**src/rtl/bad_block_table_transfer_pkg.sv**
```systemverilog
// Shared definitions for the bad-block table path: table geometry, transfer FSM states
// and the CRC-8 (poly 0x07) byte update used when BBT_CRC_EN is defined.
package bad_block_table_transfer_pkg;

  localparam int DEF_BLK_ADDR_W = 12;
  localparam int DEF_NUM_BLOCKS = 4096;
  localparam int DEF_BYTE_W     = 8;

  localparam logic [7:0] CRC8_POLY = 8'h07;

  typedef enum logic [2:0] {
    ST_IDLE,
    ST_READ,
    ST_SEND,
    ST_CRC,
    ST_DONE
  } bbt_state_t;

  // MSB-first CRC-8 step over one byte, init value supplied by the caller.
  function automatic logic [7:0] crc8_update(input logic [7:0] crc, input logic [7:0] data);
    logic [7:0] c;
    c = crc ^ data;
    for (int i = 0; i < 8; i++) begin
      c = c[7] ? ((c << 1) ^ CRC8_POLY) : (c << 1);
    end
    return c;
  endfunction

endpackage

```
**src/rtl/bad_block_table_transfer_crc8.sv**
```systemverilog
// Registered CRC-8 accumulator with synchronous clear and byte enable.
// Only built when BBT_CRC_EN is defined; otherwise this file is empty.
`ifdef BBT_CRC_EN
module bbt_crc8
  import bad_block_table_transfer_pkg::*;
(
  input  logic       clk,
  input  logic       rst,
  input  logic       clear,
  input  logic       en,
  input  logic [7:0] data,
  output logic [7:0] crc
);

  always_ff @(posedge clk or posedge rst) begin
    if (rst) begin
      crc <= '0;
    end else if (clear) begin
      crc <= '0;
    end else if (en) begin
      crc <= crc8_update(crc, data);
    end
  end

endmodule
`endif

```
**src/rtl/bad_block_table_transfer.sv**
```systemverilog
// Streams the 1-bit-per-block bad-block RAM to the MCU as LSB-first packed bytes.
// Define BBT_CRC_EN to append a CRC-8 beat after the table.
module bad_block_table_transfer
  import bad_block_table_transfer_pkg::*;
#(
  parameter int BLK_ADDR_W = DEF_BLK_ADDR_W,
  parameter int NUM_BLOCKS = DEF_NUM_BLOCKS,
  parameter int BYTE_W     = DEF_BYTE_W
) (
  input  logic                  clk,
  input  logic                  rst,
  input  logic                  start,
  output logic                  busy,
  output logic                  done,
  output logic                  ram_rd_en,
  output logic [BLK_ADDR_W-1:0] ram_rd_addr,
  input  logic                  ram_rd_data,
  output logic [BYTE_W-1:0]     tx_data,
  output logic                  tx_valid,
  input  logic                  tx_ready,
  output logic                  tx_last
);

  localparam int CNT_W = $clog2(BYTE_W + 1);
  localparam logic [CNT_W-1:0] CNT_LAST = CNT_W'(BYTE_W);
  localparam logic [BLK_ADDR_W:0] LAST_BASE = (BLK_ADDR_W + 1)'(NUM_BLOCKS - BYTE_W);

  bbt_state_t state, state_next;

  // One extra address bit so the table end never aliases back to block 0.
  logic [BLK_ADDR_W:0] base;
  logic [CNT_W-1:0]    cyc;
  logic [BYTE_W-2:0]   shreg;
  logic [BYTE_W-1:0]   byte_q;
  logic                last_byte;

  assign last_byte = (base == LAST_BASE);

`ifdef BBT_CRC_EN
  logic [7:0] crc_value;

  bbt_crc8 u_crc (
    .clk   (clk),
    .rst   (rst),
    .clear (state == ST_IDLE && start),
    .en    (state == ST_SEND && tx_ready),
    .data  (byte_q),
    .crc   (crc_value)
  );
`endif

  always_ff @(posedge clk or posedge rst) begin
    if (rst) begin
      state <= ST_IDLE;
    end else begin
      state <= state_next;
    end
  end

  always_comb begin
    state_next = state;
    case (state)
      ST_IDLE: if (start) state_next = ST_READ;
      ST_READ: if (cyc == CNT_LAST) state_next = ST_SEND;
      ST_SEND: begin
        if (tx_ready) begin
`ifdef BBT_CRC_EN
          state_next = last_byte ? ST_CRC : ST_READ;
`else
          state_next = last_byte ? ST_DONE : ST_READ;
`endif
        end
      end
      ST_CRC:  if (tx_ready) state_next = ST_DONE;
      ST_DONE: state_next = ST_IDLE;
      default: state_next = ST_IDLE;
    endcase
  end

  // Reads are issued for cyc 0..7; each flag returns one cycle later, so the
  // capture for block base+k happens while cyc == k+1.
  always_comb begin
    busy        = (state != ST_IDLE);
    done        = (state == ST_DONE);
    ram_rd_en   = (state == ST_READ) && (cyc < CNT_LAST);
    ram_rd_addr = ram_rd_en ? (base[BLK_ADDR_W-1:0] + BLK_ADDR_W'(cyc)) : '0;
    tx_valid    = (state == ST_SEND) || (state == ST_CRC);
    tx_data     = (state == ST_SEND) ? byte_q : '0;
`ifdef BBT_CRC_EN
    if (state == ST_CRC) tx_data = BYTE_W'(crc_value);
    tx_last     = (state == ST_CRC);
`else
    tx_last     = (state == ST_SEND) && last_byte;
`endif
  end

  always_ff @(posedge clk or posedge rst) begin
    if (rst) begin
      base   <= '0;
      cyc    <= '0;
      shreg  <= '0;
      byte_q <= '0;
    end else begin
      case (state)
        ST_IDLE: begin
          if (start) begin
            base <= '0;
            cyc  <= '0;
          end
        end
        ST_READ: begin
          if (cyc == CNT_LAST) begin
            byte_q <= {ram_rd_data, shreg};
            cyc    <= '0;
          end else begin
            if (cyc != '0) shreg <= {ram_rd_data, shreg[BYTE_W-2:1]};
            cyc <= cyc + 1'b1;
          end
        end
        ST_SEND: begin
          if (tx_ready && !last_byte) base <= base + (BLK_ADDR_W + 1)'(BYTE_W);
        end
        default: ;
      endcase
    end
  end

endmodule
```
**config.mk**
```make
export PLATFORM = sky130hd
export DESIGN_NAME = bad_block_table_transfer
export DESIGN_NICKNAME = d
export VERILOG_FILES = /design/src/rtl/bad_block_table_transfer_pkg.sv /design/src/rtl/bad_block_table_transfer_crc8.sv /design/src/rtl/bad_block_table_transfer.sv
export SDC_FILE = /design/constraint.sdc
export NUM_CORES = 1
export LEC_CHECK = 0
export ABC_AREA = 0
export CORE_ASPECT_RATIO = 0.9
export CORE_MARGIN = 2
export CORE_UTILIZATION = 55
export DETAILED_ROUTE_END_ITERATION = 6
export PLACE_DENSITY = 0.82
export SLEW_MARGIN = 20
export SYNTH_ARGS = -nofsm -noshare
export SYNTH_HDL_FRONTEND = slang
export SYNTH_SLANG_ARGS = --single-unit
```
**constraint.sdc**
```tcl
create_clock -name clk -period 3.1 [get_ports clk]
set_input_delay 0.465 -clock clk [delete_from_list [all_inputs] [get_ports clk]]
set_output_delay 0.465 -clock clk [all_outputs]
set_load 0.02 [all_outputs]
```
==> metrics.txt, run 1 <==
status completed; Max clock buf depth 2; GRT Util Overall between 20% and 30%; DRC violations left 0; Slew Limit Fails 0; fin cells 254; Most used DFF post-synth dfrtp_1; critical-path cell list nand3_2, or4_1, nor2_1, clkdlybuf4s50_1; routed wire length between 4 and 5 mm; synth top area cells dfrtp_1 (44%), mux2_2 (9.2%), and2_1 (4.1%), a31oi_1 (3.4%), nor2_1 (3.1%); critical path startpoint category register; Core Util, Final 72.16%; slew margin rel. 54.58%; Mapped Cells 184; initial drt markers 136; CTS tree built; Final period util around 93%; largest area contributor in the netlist dfrtp_1; largest net degree at the start of global routing 21; reg2reg end base[10]; Hold Slack 0.4940 ns; CP delay by family, top simple AND/OR/NAND/NOR gates; layout cells sized above 1 15.57%; WP data arrival 2.43 ns; Via density 5.803; worst slew pin tran 0.6718 ns; H-tree depth 2; total gr overflow 0; Mapped Avg Cell Area 10.00 sq um; Max VDD drop roughly 690 uV; Max FO, Critical Path 9; I/O Buffers 29; Crit-path slowest cell or4_1; power per standard cell area 803.1 nW/um^2; Post-CTS Hold Buffers 0; Netlist Area Pre-Place 1841 sq um; CP peak stage delay 0.67 ns; Multi-input gate area 954.7 sq um; WL met1 1.798 mm; type of the worst setup path reg2out; Top Metal Used met4; leading cell type in the layout, fill and taps excluded dfrtp_1; Starting Density 59.10%; Die W 64.98 um; #FFs+latches synth 32; Final Critical Period 2.893 ns; worst hold path type in2async; die area between 3000 and 4000 sq um; post-synth cell types 45; CTS root buffer clkbuf_8; post-synthesis net count 193; clk slew on worst S/H paths 0.07 ns; routed wl met2 1.972 mm; number of global-route vias before repair 1511; Clock Sinks 32; post-detail-place hpwl 2.976 mm; Async SR Flop Fraction 100.0%; synth warn 0; 1st-pass router iterations 4; CP Capture Type primary output; Routed Antenna Nets 0; Post-synth EDFFs 0; Peak Freq 345.6 MHz; clock insertion delay at the later pin of the skew report 0.29 ns; final setup vio count 0; Leak between 0.9 and 1 nW; WL/cell ~16 um; DP Worst Slack 0.4674 ns; Tot Pwr 1.805 mW; CP Depth 4; num rows 19; first-pass GRT wire length 6.941 mm; Fin Setup TNS 0 ns; Synth top area share 43.51%; Fillers 249; Num CTS Buffers 5; IO Count 30; Final WS setup 0.2067 ns; commonest cells after routing, fill and taps aside dfrtp_1 (32), clkdlybuf4s50_1 (29), nor2_1 (15), mux2_2 (15), and2_1 (12); via count 1474; Placed Area 2137 sq um; RR Startpoint state[1]; initial antenna violation count 0; Max-Cap Viols 0; flop-to-flop setup slack 1.12 ns; NumNets Final 220; dpl cells 246; CP bufs+invs 1; data required time of the worst path around 2.6 ns; RSZ-0062 raised after global routing no; worst clock skew 0.005451 ns; met3 WL approximately 150 um; Diodes inserted 0; Core ar. ~3100 sq um; fin area ~2200 sq um; die height around 59 um; Register-to-Register Path Depth 5; Storage cell area 800.8 sq um; Final Hold Fails 0; register area share after synthesis between 40 and 50%; area growth from synthesis to layout 22.09%; Placer Congestion 0.9003
-- worst register-to-register path, cell delays in order, from the launching register on --
cell	delay (ns)
dfrtp_1	0.51
nor3b_4	0.41
buf_4	0.23
and2_1	0.31
a21oi_4	0.11
o41ai_1	0.31
-- Yosys cell counts, drive strengths merged, types with 2 or more instances --
cell type and number:
nor2b 2, nor3 3, nand2b 4, xnor2 3, nand3b 4, nand3 7
xor2 5, ha 4, a21oi 3, nand2 11, and2 12, o21a 2
a31oi 10, clkbuf 3, inv 7, nand4 2, nor2 16, dfrtp 32
a21o 3, o31ai 2, buf 8, nor3b 4, o21ai 9, mux2 15
-- worst max path at each step --
| stage | start | endpoint |
|---|---|---|
| after CTS | state[0] | ram_rd_addr[2] |
| after floorplan | base[3] | ram_rd_addr[11] |
| after detailed placement | state[0] | ram_rd_addr[2] |
| final | base[7] | tx_last |
| after global placement | base[7] | tx_last |
| after global routing | state[0] | ram_rd_addr[3] |
-- repair_timing --
action	in CTS	in global routing
buffers inserted	0	0
setup endpoints to repair	0	2
gates resized for setup	0	1
-- state kept, by name (all words and copies together) (netlist names) --
signal,flops
base,10
byte_q,8
shreg,7
cyc,4
state,3
-- power breakdown --
group | total (mW) | switching, mW | internal (mW)
Clock | 0.390 | 0.152 | 0.238
Sequential | 0.698 | 0.149 | 0.549
Combinational | 0.717 | 0.383 | 0.334
Total | 1.80 | 0.684 | 1.12
-- layout make-up --
class	count	share of cell area (%)
Sequential cell	32	35.63
Tap cell	42	2.339
Clock inverter	2	1.559
Multi-Input combinational cell	134	42.48
Inverter	7	1.169
Clock buffer	6	3.229
Timing Repair Buffer	31	13.59
-- layer usage --
metal / track usage [%] / vias to the layer above
li1: - / 704
met1: 30.75 / 722
met2: 39.03 / 40
met3: 7.266 / 8
met4: 10.94 / 0
met5: 0 / -
-- logic make-up (layout without fill, tap and decap cells) --
kind of cell / count (synthesis) / after routing / synth area share [%]
xor+xnor: 8 / 8 / 3.807
simple gates: 73 / 73 / 23.52
mux: 16 / 16 / 9.721
buf+inv: 18 / 46 / 4.759
flops: 32 / 32 / 43.51
compound gates: 33 / 33 / 11.96
fa+ha+maj: 4 / 4 / 2.719
Note: power is estimated with default switching activity, not from simulation.
==> run 2: changes to the inputs <==
Settings changed: SKIP_LAST_GASP from default to 1, SLEW_MARGIN 20 to default.
==> results of run 2 <==
Final layout, timing and power as in run 1 (identical DEF).
==> run 3: changes to the inputs <==
Settings changed: ABC_AREA 0 to default, MAX_ROUTING_LAYER from default to met4.
==> run 3 against run 2 <==
- worst setup slack got worse by 0.013 ns
- final area did not move
- via count increased by 0.61%
- sequential power is essentially flat
- first-iteration DRC count down 20%
- non-clock buffer count unchanged
- highest routed layer unchanged
==> metrics.txt, run 3 (same netlist as run 1, synthesis figures left out) <==
Crit-path slowest cell or4_1 (unchanged); Placer Congestion 0.9156 (was 0.9003); Fillers 231 (was 249); met3 Track Usage GR 4.971% (was 7.266%); Max clock buf depth 2 (unchanged); grt met2 use 39.91% (was 39.03%); Final period util 93.74% (was 93.33%); Final Hold Fails 0 (unchanged); number of flip-flops in the largest register 10 (unchanged); die area 3826 sq um (unchanged); type of the worst setup path reg2out (unchanged); IO Count 30 (unchanged); Max FO, Critical Path 8 (was 9); worst hold path type reg2reg (was in2async); CTS tree built (unchanged); layout cells sized above 1 15.57% (unchanged); Starting Density 59.10% (unchanged); sequential power share 38.6% (was 38.7%); CTS root buffer clkbuf_8 (unchanged); I/O Buffers 29 (unchanged); final setup vio count 0 (unchanged); worst hold start byte_q[4]; Sw Pwr 689.6 uW (was 683.5 uW); power per standard cell area 806.1 nW/um^2 (was 803.1 nW/um^2); total gr overflow 0 (unchanged); WL/cell 15.79 um (was 15.76 um); CP bufs+invs 1 (unchanged); Min-Delay Endpoint byte_q[4]; CP peak stage delay 0.67 ns (about the same); CTS resizes 0 (unchanged); Biggest register base (unchanged); Die W 64.98 um (unchanged); Diodes inserted 0 (unchanged); Core ar. 3114 sq um (unchanged); RSZ-0062 raised after global routing no (unchanged); Largest regs base (10), byte_q (8), shreg (7) (unchanged); worst slew pin tran 0.6796 ns (was 0.6718 ns); post-detail-place hpwl 2.855 mm (was 2.976 mm); commonest cells after routing, fill and taps aside dfrtp_1 (32), clkdlybuf4s50_1 (29), nor2_1 (15), mux2_2 (15), and2_1 (12) (unchanged); RR Startpoint state[1] (unchanged); CP Capture Type primary output (unchanged); status completed (unchanged); Post-CTS Hold Buffers 0 (unchanged); clk slew on worst S/H paths 0.07 ns (about the same); largest net degree at the start of global routing 33 (was 21); routed wire length 4.010 mm (was 4.003 mm); Num CTS Buffers 5 (unchanged); M1 GR Usage 28.77% (was 30.75%); Fin Setup TNS 0 ns (unchanged); first-pass GRT wire length 6.810 mm (was 6.941 mm); Storage cell area 800.8 sq um (unchanged); global route hottest layer met2 (unchanged); CP delay by family, top simple AND/OR/NAND/NOR gates (unchanged); critical-path cell list nand3_2, or4_1, nor2_1, clkdlybuf4s50_1 (unchanged); Max-Cap Viols 0 (unchanged); data required time of the worst path 2.63 ns (about the same); Clock Sinks 32 (unchanged); Via density 5.839 (was 5.803); Multi-input gate area 954.7 sq um (unchanged); number of global-route vias before repair 1476 (was 1511); critical path startpoint category register (unchanged); clock insertion delay at the later pin of the skew report 0.29 ns (about the same); Max VDD drop 617.0 uV (was 689.9 uV); hold path depth 1; fin cells 254 (unchanged); WP data arrival 2.44 ns (was 2.43 ns); area growth from synthesis to layout 22.09% (unchanged); Switching Share 38.07% (was 37.87%); flop-to-flop setup slack 1.12 ns (about the same); Register-to-Register Path Depth 5 (unchanged); Routed Antenna Nets 0 (unchanged); 1st-pass router iterations 4 (unchanged); Peak Freq 344.1 MHz (was 345.6 MHz); die height 58.88 um (unchanged); Setup Buffers After CTS 0 (unchanged); NumNets Final 220 (unchanged); Int Power 1.122 mW (was 1.121 mW); GRT Util Overall 24.71% (was 24.34%); H-tree depth 2 (unchanged); Slew Limit Fails 0 (unchanged); initial drt markers 109 (was 136); num rows 19 (unchanged); slew margin rel. 54.39% (was 54.58%); Clock Power Share 21.8% (was 21.6%); dpl cells 246 (unchanged); Leak 0.9710 nW (unchanged); DRC violations left 0 (unchanged); Final Critical Period 2.906 ns (was 2.893 ns); leading cell type in the layout, fill and taps excluded dfrtp_1 (unchanged); initial antenna violation count 0 (unchanged); worst clock skew 0.007959 ns (was 0.005451 ns); via count 1483 (was 1474); Comb power frac 39.6% (was 39.7%); reg2reg end base[10] (unchanged)
## run 3: cell counts in the layout (fill, tap and decap cells not counted)
No cell type changed its count.
## run 3: layer usage
layer | part of all wire (%) | up-vias
met4 | 3.9 | 0
li1 | - | 701
met5 | 0 | -
met2 | 49 | 44
met1 | 43 | 721
met3 | 4.4 | 17
## run 3: worst max path at each step
stage	startpoint	endpoint	cells after the start
floorplan	base[3]	ram_rd_addr[11]	6
global route	state[0]	ram_rd_addr[2]	5
finish	base[4]	tx_last	4
detailed placement	state[0]	ram_rd_addr[3]	5
CTS	state[0]	ram_rd_addr[2]	5
global placement	base[7]	tx_last	4
## run 3: area by class of cell
cell class	count	area share (%)
inverter	7	1.169
clock inverter	2	1.559
timing repair buffer	31	13.59
multi-input combinational	134	42.48
tap	42	2.339
sequential	32	35.63
clock buffer	6	3.229
## run 3: stage by stage
| step | setup WS, ns | instance area [sq um] | hold slack (ns) | utilization, % | total power [mW] |
|---|---|---|---|---|---|
| 5_1_grt | 0.06681 | 2247 | 0.5167 | 72.16 | 1.923 |
| 4_1_cts | 0.1225 | 2245 | 0.5070 | 72.08 | 1.810 |
| 6_report | 0.1940 | 2247 | 0.5020 | 72.16 | 1.811 |
| 3_5_place_dp | 0.5144 | 2137 | 0.4904 | 68.62 | 1.411 |
| 3_3_place_gp | 0.5861 | 2137 | 0.4829 | 68.62 | 1.362 |
| 2_1_floorplan | 1.074 | 1841 | 0.4721 | - | 1.188 |
## run 3: power by group through the flow
stage	registers, mW	clock network, mW	logic [mW]
floorplan	0.621	0	0.566
global placement	0.688	0	0.674
detailed placement	0.701	0	0.710
CTS	0.696	0.396	0.719
global route	0.723	0.415	0.786
finish	0.699	0.394	0.718
